[config.mk]
export PLATFORM = sky130hd
export DESIGN_NAME = led_buffer_write_scheduler
export DESIGN_NICKNAME = d
export VERILOG_FILES = /design/src/rtl/led_calib_pkg.sv /design/src/rtl/led_buffer_write_scheduler_rr_arbiter_2.sv /design/src/rtl/led_buffer_write_scheduler.sv
export SDC_FILE = /design/constraint.sdc
export NUM_CORES = 1
export LEC_CHECK = 0
export BUFFER_PORTS_ARGS = -buffer_cell sky130_fd_sc_hd__buf_2
export CORE_UTILIZATION = 35
export CTS_CLUSTER_DIAMETER = 30
export DETAILED_ROUTE_END_ITERATION = 7
export PLACE_DENSITY_LB_ADDON = 0.2
export SYNTH_ARGS = -nofsm -noshare
export SYNTH_HDL_FRONTEND = slang
export SYNTH_SLANG_ARGS = --single-unit
[constraint.sdc]
create_clock -name clk_pixel -period 2.3 [get_ports clk_pixel]
set_clock_uncertainty 0.05 [all_clocks]
set_input_delay 0 -clock clk_pixel [delete_from_list [all_inputs] [get_ports clk_pixel]]
set_output_delay 0 -clock clk_pixel [all_outputs]
set_load 0.03 [all_outputs]
[src/rtl/led_calib_pkg.sv]
// Shared types and constants for the LED calibration write path.
package led_calib_pkg;
   localparam int COLOR_W      = 24;
   localparam int DEF_NUM_LEDS = 50;
   localparam int DEF_ADDR_W   = $clog2(DEF_NUM_LEDS + 1);

   typedef enum logic [1:0] {SERVE, WIPE_PULSE, WIPE_WAIT, WIPE_BUSY} sched_state_t;

   typedef struct packed {
      logic [DEF_ADDR_W-1:0] address;
      logic [COLOR_W-1:0]    color;
   } led_write_t;

   function automatic logic [15:0] sat_inc(input logic [15:0] v);
      return (v == 16'hFFFF) ? v : v + 16'd1;
   endfunction
endpackage

[src/rtl/led_buffer_write_scheduler_rr_arbiter_2.sv]
// Two-way round-robin arbiter; the port not granted last wins a tie.
module rr_arbiter_2 (
   input  logic       clk_pixel,
   input  logic       rst,
   input  logic [1:0] req,
   input  logic       accept,
   output logic [1:0] grant
);
   logic last_a;

   assign grant[0] = req[0] & (~req[1] | ~last_a);
   assign grant[1] = req[1] & (~req[0] |  last_a);

   always_ff @(posedge clk_pixel) begin
      if (rst)         last_a <= 1'b0;
      else if (accept) last_a <= grant[0];
   end
endmodule

[src/rtl/led_buffer_write_scheduler.sv]
// Serializes writes from two requesters into the LED buffer and sequences
// buffer wipes; the address parks on an unused slot whenever nothing is written.
module led_buffer_write_scheduler
   import led_calib_pkg::*;
#(
   parameter int NUM_LEDS          = 50,
   parameter int LED_ADDRESS_WIDTH = $clog2(NUM_LEDS + 1),
   parameter int PARK_ADDR         = NUM_LEDS,
   parameter int FBUF_COLOR_WIDTH  = 24,
   parameter int TIMEOUT_CYCLES    = 8
) (
   input  logic                         clk_pixel,
   input  logic                         rst,
   input  logic                         a_valid,
   output logic                         a_ready,
   input  logic [LED_ADDRESS_WIDTH-1:0] a_addr,
   input  logic [FBUF_COLOR_WIDTH-1:0]  a_color,
   input  logic                         b_valid,
   output logic                         b_ready,
   input  logic [LED_ADDRESS_WIDTH-1:0] b_addr,
   input  logic [FBUF_COLOR_WIDTH-1:0]  b_color,
   input  logic                         clear_req,
   output logic                         clear_busy,
   output logic                         clear_done,
   output logic                         clear_err,
   output logic                         wipe,
   input  logic                         wiping,
   output logic [LED_ADDRESS_WIDTH-1:0] led_lookup_address,
   output logic [FBUF_COLOR_WIDTH-1:0]  camera_color,
   output logic                         update_enable,
   output logic                         drop_pulse,
   output logic [15:0]                  writes_a,
   output logic [15:0]                  writes_b,
   output logic [15:0]                  drops
);
   localparam logic [LED_ADDRESS_WIDTH-1:0] PARK  = LED_ADDRESS_WIDTH'(PARK_ADDR);
   localparam logic [LED_ADDRESS_WIDTH-1:0] LIMIT = LED_ADDRESS_WIDTH'(NUM_LEDS);
   localparam int TW = $clog2(TIMEOUT_CYCLES + 1);
   localparam logic [TW-1:0] TMO_LAST = TW'(TIMEOUT_CYCLES - 1);

   sched_state_t  state, state_n;
   logic [TW-1:0] tmo_cnt;
   logic [1:0]    grant;
   logic          serve_open, accept, in_range, timeout, finish;
   led_write_t    wr;

   rr_arbiter_2 u_arb (
      .clk_pixel (clk_pixel),
      .rst       (rst),
      .req       ({b_valid, a_valid}),
      .accept    (accept),
      .grant     (grant)
   );

   // A clear command in the same cycle blocks acceptance so nothing slips in behind the wipe.
   assign serve_open = (state == SERVE) && !clear_req;
   assign a_ready    = serve_open & grant[0];
   assign b_ready    = serve_open & grant[1];
   assign accept     = a_ready | b_ready;
   assign clear_busy = (state != SERVE);

   always_comb begin
      wr.address = a_ready ? a_addr  : b_addr;
      wr.color   = a_ready ? a_color : b_color;
   end
   assign in_range = (wr.address < LIMIT);

   assign timeout = (state == WIPE_WAIT) && !wiping && (tmo_cnt == TMO_LAST);
   assign finish  = (state == WIPE_BUSY) && !wiping;

   always_comb begin
      state_n = state;
      case (state)
         SERVE:      if (clear_req) state_n = WIPE_PULSE;
         WIPE_PULSE: state_n = WIPE_WAIT;
         WIPE_WAIT:  if (wiping) state_n = WIPE_BUSY;
                     else if (timeout) state_n = SERVE;
         WIPE_BUSY:  if (!wiping) state_n = SERVE;
         default:    state_n = SERVE;
      endcase
   end

   always_ff @(posedge clk_pixel) begin
      if (rst) begin
         state      <= SERVE;
         tmo_cnt    <= '0;
         wipe       <= 1'b0;
         clear_done <= 1'b0;
         clear_err  <= 1'b0;
      end else begin
         state      <= state_n;
         tmo_cnt    <= (state == WIPE_WAIT) ? tmo_cnt + 1'b1 : '0;
         wipe       <= (state_n == WIPE_PULSE);
         clear_done <= timeout | finish;
         clear_err  <= timeout;
      end
   end

   // Output stage defaults to the parked, disabled write every cycle.
   always_ff @(posedge clk_pixel) begin
      if (rst) begin
         led_lookup_address <= PARK;
         camera_color       <= '0;
         update_enable      <= 1'b0;
         drop_pulse         <= 1'b0;
         writes_a           <= '0;
         writes_b           <= '0;
         drops              <= '0;
      end else begin
         led_lookup_address <= PARK;
         camera_color       <= '0;
         update_enable      <= 1'b0;
         drop_pulse         <= 1'b0;
         if (accept) begin
            if (in_range) begin
               led_lookup_address <= wr.address;
               camera_color       <= wr.color;
               update_enable      <= 1'b1;
               if (a_ready) writes_a <= sat_inc(writes_a);
               else         writes_b <= sat_inc(writes_b);
            end else begin
               drop_pulse <= 1'b1;
               drops      <= sat_inc(drops);
            end
         end
      end
   end
endmodule

## Word level (Yosys, flattened, before mapping)

Cells that the tools add are included.

- Flip-flop bits (word level): 90
- Output and inout port bits: 86

- $add $sub $neg: 4
- Magnitude comparators: 1
- Equality and inequality tests: 8
- Mux-type cells: 9
- Bitwise logic cells: 18
- Reductions and logical operators: 14

Operators with widths:

| kind | count |
|---|---|
| $add 16x1->16 const B | 3 |
| $eq 16x16->1 const B | 3 |
| $mux 24 | 1 |
| $not 1->1 | 10 |
| $mux 2 | 4 |
| $pmux 2 s4 | 1 |
| $reduce_and 4->1 | 2 |
| $lt 6x6->1 const B | 1 |
| $mux 6 | 1 |
| $add 4x1->4 const B | 1 |
| $and 1x1->1 | 4 |
| $eq 2x1->1 const B | 2 |
| $eq 2x2->1 const B | 2 |
| $eq 4x3->1 const B | 1 |
| $logic_and 1x1->1 | 4 |
| $or 1x1->1 | 4 |
| $reduce_or 2->1 | 2 |
| $reduce_and 3->1 | 1 |
| $reduce_or 3->1 | 1 |
| $logic_not 1->1 | 2 |
| $logic_not 2->1 | 1 |
| $mux 1 | 2 |
| $reduce_bool 2->1 | 1 |

## Logic depth before layout (Yosys ltp)

Gate-level depths: netlist (run 1).

- Depth after elaboration: 8
- Depth in mapped cells: 8
- Depth with buffers taken out: 6

## By module

From an unflattened synthesis (run 1), not the netlist that was laid out.

- Cell total of the unflattened synthesis: 452
- Area total of the unflattened synthesis: 3885.0 sq um

By module, submodules not included:

| module | times used | cells each | area an instance (sq um) |
|---|---|---|---|
| led_buffer_write_scheduler | 1 | 445 | 3817.4 |
| rr_arbiter_2 | 1 | 7 | 67.6 |

## Worst setup path after synthesis (run 1)

No wires, ideal clock.

- Kind: reg-to-reg
- Start point: register state[1]
- End point: register writes_b[14]
- Library setup time: 0.070 ns
- Arrival time: 2.075 ns
- Required time: 2.180 ns
- Path slack: 0.104 ns
- Cell stages (with the launch flop): 8
- Period minus slack after synthesis: 2.196 ns
- Path through: dfxtp_1 > buf_2 > nor3_4 > nand3_4 > or4_1 > clkbuf_1 > or4_1 > a21oi_1

- Longest elaborated chain between the ends: 6

Ends and longest elaborated chain:

| element | line | source |
|---|---|---|
| from (decl) | led_buffer_write_scheduler.sv:41 | `sched_state_t state, state_n;` |
| from (signal assigned) | led_buffer_write_scheduler.sv:91 | `state <= state_n;` |
| $logic_not 2->1 * | led_buffer_write_scheduler.sv:56 | `assign serve_open = (state == SERVE) && !clear_req;` |
| $logic_and 1x1->1 * | led_buffer_write_scheduler.sv:56 |  |
| $and 1x1->1 | led_buffer_write_scheduler.sv:57 | `assign a_ready = serve_open & grant[0];` |
| $mux 6 | led_buffer_write_scheduler.sv:63 | `wr.address = a_ready ? a_addr : b_addr;` |
| $lt 6x6->1 | led_buffer_write_scheduler.sv:66 | `assign in_range = (wr.address < LIMIT);` |
| $reduce_and 4->1 (no source line) * | n/a |  |
| to (signal assigned) | led_buffer_write_scheduler.sv:120 | `else writes_b <= sat_inc(writes_b);` |
| to (decl) | led_buffer_write_scheduler.sv:33 | `output logic [15:0] writes_b,` |

Mark *: on every way between the ends. The rest lies on a longest branch, timed or not.
A chain may end at the register's enable or synchronous reset.

## Worst setup path in the final report (run 1)

- Start point: input a_addr[2]
- End point: register led_lookup_address[1]

- Longest elaborated chain between the ends: 4

Ends and longest elaborated chain:

| element | line | source |
|---|---|---|
| from (decl) | led_buffer_write_scheduler.sv:16 | `input logic [LED_ADDRESS_WIDTH-1:0] a_addr,` |
| $mux 6 | led_buffer_write_scheduler.sv:63 |  |
| $lt 6x6->1 | led_buffer_write_scheduler.sv:66 |  |
| $not 1->1 (no source line) | n/a |  |
| $reduce_or 3->1 (no source line) | n/a |  |
| to (signal assigned) | led_buffer_write_scheduler.sv:116 | `led_lookup_address <= wr.address;` |
| to (decl) | led_buffer_write_scheduler.sv:28 | `output logic [LED_ADDRESS_WIDTH-1:0] led_lookup_address,` |

No other way between the ends.

==> summary.txt, run 1 <==
========================================================================================================
Total count of max-transition violations in the final report ..............................            0
Core utilization of the finished layout ...................................................        0.529
Arrival @ worst endpoint ..................................................................      2.37 ns
Net count of the mapped netlist ...........................................................          546
Warnings, synthesis .......................................................................            0
Post-CTS clock slew at the launch and capture registers of the worst setup and hold paths .      0.10 ns
Tmin final ................................................................................      2.16 ns
Floorplan core area ....................................................................... 0.0109 sq mm
H-tree depth reported by CTS ..............................................................            3
WL final .................................................................................. 11800 microns
Cell type of the slowest stage on the worst timing path ................................... dlygate4sd3_1
Worst-path maximum fanout .................................................................           28
Total gr overflow .........................................................................            0
# port buffers ............................................................................          151
Initial Utilization .......................................................................        0.361
Yosys top cell area share .................................................................        0.459
Site row count ............................................................................           38
Normalized max-slew margin ................................................................        0.634
Diode count ...............................................................................            0
Mean routed wirelength per cell ........................................................... 14.1 microns
Critical path's largest stage delay .......................................................      0.55 ns
Area growth syn-to-layout .................................................................        46.7%
Post-placement cell count .................................................................          756
Kind of start point of the critical path .................................................. primary input
DRC viols .................................................................................            0
Count of placed standard cells in the final layout, fillers left out ......................          837
Combinational cell fraction of total power ................................................        0.135
Largest area contributor in the netlist ...................................................      dfxtp_1
Source-to-sink clock delay at the later pin of the worst-skew pair ........................      0.37 ns
Via count .................................................................................         4193
Library cells used by synthesis ...........................................................           42
VDD IR-drop max ...........................................................................   0.000366 V
Worst-margin pin slew .....................................................................     0.544 ns
Switching share of power ..................................................................        0.250
Final-stage net count .....................................................................          762
Maximum capacitance violations ............................................................            0
Placed standard-cell area ................................................................. 0.00488 sq mm
Overall die width .........................................................................  108 microns
Element type at the critical path end .....................................................         flop
Standby leakage power .....................................................................   0.00247 uW
Clock network fraction of total power .....................................................        0.385
Final Hold Vio Count ......................................................................            0
Worst hold path type ...................................................................... primary input to flop
Final Cycle Share .........................................................................        0.940
First-iteration detailed-routing DRC count ................................................          304
Root Driver ...............................................................................     clkbuf_8
Area of the die ........................................................................... 0.0116 sq mm
Mean post-synth cell area .................................................................   8.25 sq um
Pre-CTS setup slack .......................................................................     0.101 ns
Number of antenna violations at the first check in global routing .........................            0
F_max .....................................................................................      462 MHz
Total global routing track utilization ....................................................        0.199
Count of filler cells inserted in the layout ..............................................         1000
ANT nets after route ......................................................................            0
Number of buffers added by the clock tree synthesis step ..................................            9
Number of synthesized flops with an enable pin ............................................            0
Ratio of total power to cell area .........................................................  581 mW/mm^2
Clock tree from TritonCTS .................................................................         done
Count of clock tree sinks .................................................................           90
Worst path required time ..................................................................      2.50 ns
Sequential element share of the synthesized area ..........................................        0.459
Outcome ................................................................................... finished clean
Hpwl dp ................................................................................... 7810 microns
Global-route wire length before repair .................................................... 18200 microns
Maximum buffer depth of the clock tree ....................................................            2
Internal Power ............................................................................      2510 uW
Number of register bits inferred by synthesis .............................................           90
Number of setup violations in the final report ............................................            0
Psw .......................................................................................       836 uW
Synth Cell Area ........................................................................... 0.00393 sq mm
Proportion of power drawn by flip-flops and latches .......................................        0.480
Worst Setup Slack, final ..................................................................     0.137 ns
Per-cell via count in the routed design ...................................................         5.01
Prevailing post-synth register cell .......................................................      dfxtp_1
Maximum number of pins on one net before global-route repair ..............................           33
Top-level I/O count .......................................................................          152
Setup repair after global routing missed its margin .......................................        false
Share of post-route cells with drive strength above 1 .....................................        0.280
Placer Congestion .........................................................................        0.791
Post-route cell area ...................................................................... 0.00576 sq mm
Number of search-and-repair iterations in the first detailed-routing pass .................            4
Crit Path Class ........................................................................... primary input to flop
Ys async rst share ........................................................................            0
Vert. Die Dim .............................................................................  108 microns
Synth top area cells ...................................................................... dfxtp_1, nand2_1, a21oi_1
Via count of the first global-routing pass ................................................         3816
Setup total negative slack ................................................................         0 ns
Synthesized netlist cell count ............................................................          476
List of cells traversed by the critical path .............................................. dlygate4sd3_1, buf_2, o311a_1, mux2_4, or4_1, buf_4, inv_2, nand3_1
========================================================================================================
## cell usage after synthesis, drive strengths merged, types with 11 or more instances
cell type	instances
nor4	14
clkbuf	24
or3	11
nand4	18
o31ai	14
nor2	40
xnor2	16
or4	16
nor3	11
nand3	25
a21oi	51
nand2	80
dfxtp	90
## stage by stage
stage / hold slack (ns) / power (uW)
final: 0.119 / 3350
after global routing: 0.154 / 3490
after CTS: 0.104 / 3380
after detailed placement: 0.188 / 2000
after global placement: 0.189 / 2000
after floorplan: 0.0267 / 1850
## worst max-delay path: cells and delay by family
family,cells,cell delay (ns)
muxes,1,0.38
AOI/OAI and AO/OA,1,0.39
buffers and inverters,4,1.03
and+or+nand+nor,2,0.56
## layer usage
metal | GRT usage | up-vias | part of all wire
met1 | 0.245 | 1909 | 0.45
met5 | 0 | - | 0
met4 | 0.0930 | 0 | 0.022
met2 | 0.330 | 142 | 0.45
met3 | 0.0442 | 17 | 0.069
li1 | - | 2125 | -
## placed cells by master, fill, tap and decap left out, types with 3 or more instances in the layout
cell type | synthesis | layout
a21oi_1 | 51 | 51
and4_1 | 5 | 5
buf_2 | 4 | 151
buf_4 | 0 | 20
bufinv_16 | 0 | 3
clkbuf_8 | 0 | 9
dfxtp_1 | 90 | 90
dlygate4sd3_1 | 0 | 63
ha_1 | 4 | 4
inv_1 | 7 | 7
mux2_2 | 4 | 3
nand2_1 | 79 | 79
nand3_1 | 24 | 24
nand4_1 | 18 | 18
nor2_1 | 40 | 40
nor2b_1 | 4 | 4
nor3_1 | 10 | 10
nor3b_1 | 3 | 3
nor4_1 | 14 | 14
o21ai_0 | 7 | 7
o31ai_1 | 14 | 14
or3_1 | 11 | 11
or4_1 | 16 | 16
xnor2_1 | 16 | 16
xor2_1 | 7 | 7
## layout make-up
type | count | area [sq um] | share of cell area
timing repair buffer | 234 | 1540 | 0.267
inverter | 8 | 30.0 | 0.00521
tap | 140 | 175 | 0.0304
clock inverter | 5 | 103 | 0.0178
clock buffer | 11 | 131 | 0.0228
sequential | 90 | 1800 | 0.313
multi-input combinational | 349 | 1980 | 0.344
## path summary, 6_finish.rpt
| check | startpoint | to | slack [ns] | cells past startpoint |
|---|---|---|---|---|
| min reg2reg | tmo_cnt[0] | tmo_cnt[0] | 0.41 | 1 |
| min | b_valid | u_arb.last_a | 0.12 | 5 |
| max reg2reg | state[1] | writes_b[12] | 0.16 | 6 |
| max | a_addr[2] | led_lookup_address[1] | 0.14 | 8 |
## cell families (layout without fill, tap and decap cells)
logic type	Yosys count	after routing	synth area share
xor gates and xnor gates	23	23	0.0513
muxes	4	4	0.0115
DFF	90	90	0.459
buffers and inverters	37	258	0.0366
adders and majority gates	4	4	0.0127
AOI/OAI and AO/OA	81	81	0.120
and+or+nand+nor	237	237	0.309
## sequential cells by signal (all words and copies together), names as in the netlist
signal / cells
wipe: 1
u_arb.last_a: 1
state: 2
clear_err: 1
writes_b: 16
camera_color: 24
drops: 16
tmo_cnt: 4
clear_done: 1
drop_pulse: 1
writes_a: 16
led_lookup_address: 6
update_enable: 1
## power groups by stage
| stage | sequential [uW] | clock, uW | combinational (uW) |
|---|---|---|---|
| 4_1_cts | 1610 | 1340 | 440 |
| 2_1_floorplan | 1690 | 0 | 157 |
| 5_1_grt | 1610 | 1390 | 490 |
| 6_report | 1610 | 1290 | 452 |
| 3_3_place_gp | 1640 | 0 | 354 |
| 3_5_place_dp | 1640 | 0 | 356 |
## timing repair
| action | in CTS | in global routing |
|---|---|---|
| hold buffers | 63 | 0 |
| setup buffers | 0 | 2 |
| endpoints found under the setup margin | 0 | 6 |
| hold endpoints to repair | 41 | 0 |
| resized for setup | 0 | 1 |
Note: power is estimated with default switching activity, not from simulation.
==> run 2: changes to the inputs <==
--- a/config.mk
+++ b/config.mk
@@ -10,6 +10,7 @@
 export CTS_CLUSTER_DIAMETER = 30
 export DETAILED_ROUTE_END_ITERATION = 7
 export PLACE_DENSITY_LB_ADDON = 0.2
+export REMOVE_ABC_BUFFERS = 1
 export SYNTH_ARGS = -nofsm -noshare
 export SYNTH_HDL_FRONTEND = slang
 export SYNTH_SLANG_ARGS = --single-unit
==> summary.txt, run 2 (synthesized netlist as in run 1, its figures left out) <==
========================================================================================================
Arrival @ worst endpoint ..................................................................      2.36 ns   about the same
Post-placement cell count .................................................................          752   -0.53%
Number of search-and-repair iterations in the first detailed-routing pass .................            4   unchanged
Initial Utilization .......................................................................        0.361   unchanged
Maximum number of pins on one net before global-route repair ..............................           43   +30%
VDD IR-drop max ...........................................................................   0.000289 V   -21%
Area of the die ........................................................................... 0.0116 sq mm   unchanged
Standby leakage power .....................................................................   0.00243 uW   -1.6%
Maximum buffer depth of the clock tree ....................................................            2   unchanged
Max FFs per register ......................................................................           24   unchanged
Via count of the first global-routing pass ................................................         3704   -2.9%
Worst hold slack after final layout .......................................................     0.136 ns   +0.0163 ns
Crit Path Class ........................................................................... flop to flop
Area growth syn-to-layout .................................................................        44.9%
Worst hold path type ...................................................................... primary input to flop
Critical path's largest stage delay .......................................................      0.38 ns   -0.17 ns
Via count .................................................................................         4205   +0.29%
Global-route wire length before repair .................................................... 17600 microns   -3.3%
Count of placed standard cells in the final layout, fillers left out ......................          831   -0.72%
Post-CTS Setup Bufs .......................................................................            0   unchanged
Count of clock tree sinks .................................................................           90   unchanged
Tmin final ................................................................................      2.15 ns   -0.0137 ns
ANT nets after route ......................................................................            0   unchanged
Mean routed wirelength per cell ........................................................... 14.0 microns   -0.54%
First-iteration detailed-routing DRC count ................................................          265   -13%
Clock tree from TritonCTS .................................................................         done
Worst path required time ..................................................................      2.51 ns   about the same
Total gr overflow .........................................................................            0   unchanged
Post-CTS clock slew at the launch and capture registers of the worst setup and hold paths .      0.09 ns   about the same
Maximum capacitance violations ............................................................            0   unchanged
Final Hold Vio Count ......................................................................            0   unchanged
Total global routing track utilization ....................................................        0.191   -0.00779
Final Cycle Share .........................................................................        0.934   -0.00594
List of cells traversed by the critical path .............................................. nor3_4, nand2_2, mux2_2, buf_4, nor4_1, mux2_2
Kind of start point of the critical path ..................................................         flop
Number of setup violations in the final report ............................................            0   unchanged
Floorplan core area ....................................................................... 0.0109 sq mm   unchanged
Most used cells in the layout excluding fill and tap cells ................................ buf_2, dfxtp_1, nand2_1
Share of post-route cells with drive strength above 1 .....................................        0.276   -0.00336
Site row count ............................................................................           38   unchanged
Vert. Die Dim .............................................................................  108 microns   unchanged
Hpwl dp ................................................................................... 7620 microns   -2.4%
Source-to-sink clock delay at the later pin of the worst-skew pair ........................      0.36 ns   about the same
Overall die width .........................................................................  108 microns   unchanged
Setup repair after global routing missed its margin .......................................        false
Most common library cell in the layout ignoring fill and taps .............................        buf_2
Total count of max-transition violations in the final report ..............................            0   unchanged
Cell type of the slowest stage on the worst timing path ...................................      dfxtp_1
Normalized max-slew margin ................................................................        0.643   +0.00928
Worst-path maximum fanout .................................................................           29   +3.6%
DRC viols .................................................................................            0   unchanged
F_max .....................................................................................      465 MHz   +0.64%
Largest register by flop count ............................................................ camera_color
Diode count ...............................................................................            0   unchanged
Per-cell via count in the routed design ...................................................         5.06   +1.0%
Outcome ................................................................................... finished clean
Setup total negative slack ................................................................         0 ns   unchanged
H-tree depth reported by CTS ..............................................................            3   unchanged
Count of filler cells inserted in the layout ..............................................          987   -1.3%
Number of antenna violations at the first check in global routing .........................            0   unchanged
Post-route cell area ...................................................................... 0.00569 sq mm   -1.2%
Placer Congestion .........................................................................        0.817   +3.3%
# port buffers ............................................................................          151   unchanged
Element type at the critical path end .....................................................         flop
Final-stage net count .....................................................................          756   -0.79%
WL final .................................................................................. 11600 microns   -1.3%
Top-level I/O count .......................................................................          152   unchanged
Placed standard-cell area ................................................................. 0.00486 sq mm   -0.36%
Worst-margin pin slew .....................................................................     0.535 ns   -0.00891 ns
Ratio of total power to cell area .........................................................  552 mW/mm^2   -5.0%
Core utilization of the finished layout ...................................................        0.523   -0.00655
Most common cell type on the critical path ................................................       mux2_2
Root Driver ...............................................................................     clkbuf_8
Number of buffers added by the clock tree synthesis step ..................................            9   unchanged
========================================================================================================
-- run 2: changes by cell type in the layout (fill, tap and decap cells not counted), sizes merged --
cell      change
clkinv        +3
clkinvlp      -1
buf           -6
bufinv        -2
-- run 2: path summary, 6_finish.rpt --
check	start	endpoint	slack (ns)	depth (start not counted)
worst min register to register	tmo_cnt[0]	tmo_cnt[0]	0.40	1
worst max register to register	state[0]	writes_b[6]	0.15	6
worst max-delay path	state[0]	writes_b[6]	0.15	6
worst min-delay path	b_valid	u_arb.last_a	0.14	5
-- run 2: layout make-up --
cell class                 instances  area (sq um)  area share
clock buffer                      11           141      0.0248
tap                              140           175      0.0308
timing repair buffer             228          1500       0.264
multi-input combinational        349          1980       0.349
clock inverter                     5          53.8     0.00945
sequential                        90          1800       0.317
inverter                           8          30.0     0.00528
-- run 2: worst max-delay path, delay by kind of cell (launching register included) --
family / cells / cell delay [ns]
simple gates: 3 / 0.74
mux: 2 / 0.66
buf+inv: 1 / 0.22
flops: 1 / 0.38
-- run 2: routing by layer --
metal	GRT usage	part of all wire
met2	0.321	0.46
met5	0	0
met4	0.0773	0.016
met3	0.0406	0.072
met1	0.238	0.45
-- run 2: power breakdown --
part           internal [uW]  switching [uW]
registers               1590            17.0
clock network            529             559
logic                    193             252
total                   2310             827
-- run 2: per-stage QoR --
| step | worst slack [ns] | total power (uW) |
|---|---|---|
| detailed placement | 0.161 | 2000 |
| global placement | 0.215 | 1990 |
| CTS | 0.108 | 3170 |
| floorplan | -0.449 | 1830 |
| global route | 0.00699 | 3280 |
| finish | 0.151 | 3140 |
-- run 2: what timing repair did --
action                                  CTS  global route
hold buffers                             63             0
endpoints found under the setup margin    0             3
gates resized for setup                   0             1
endpoints found under the hold margin    36             0
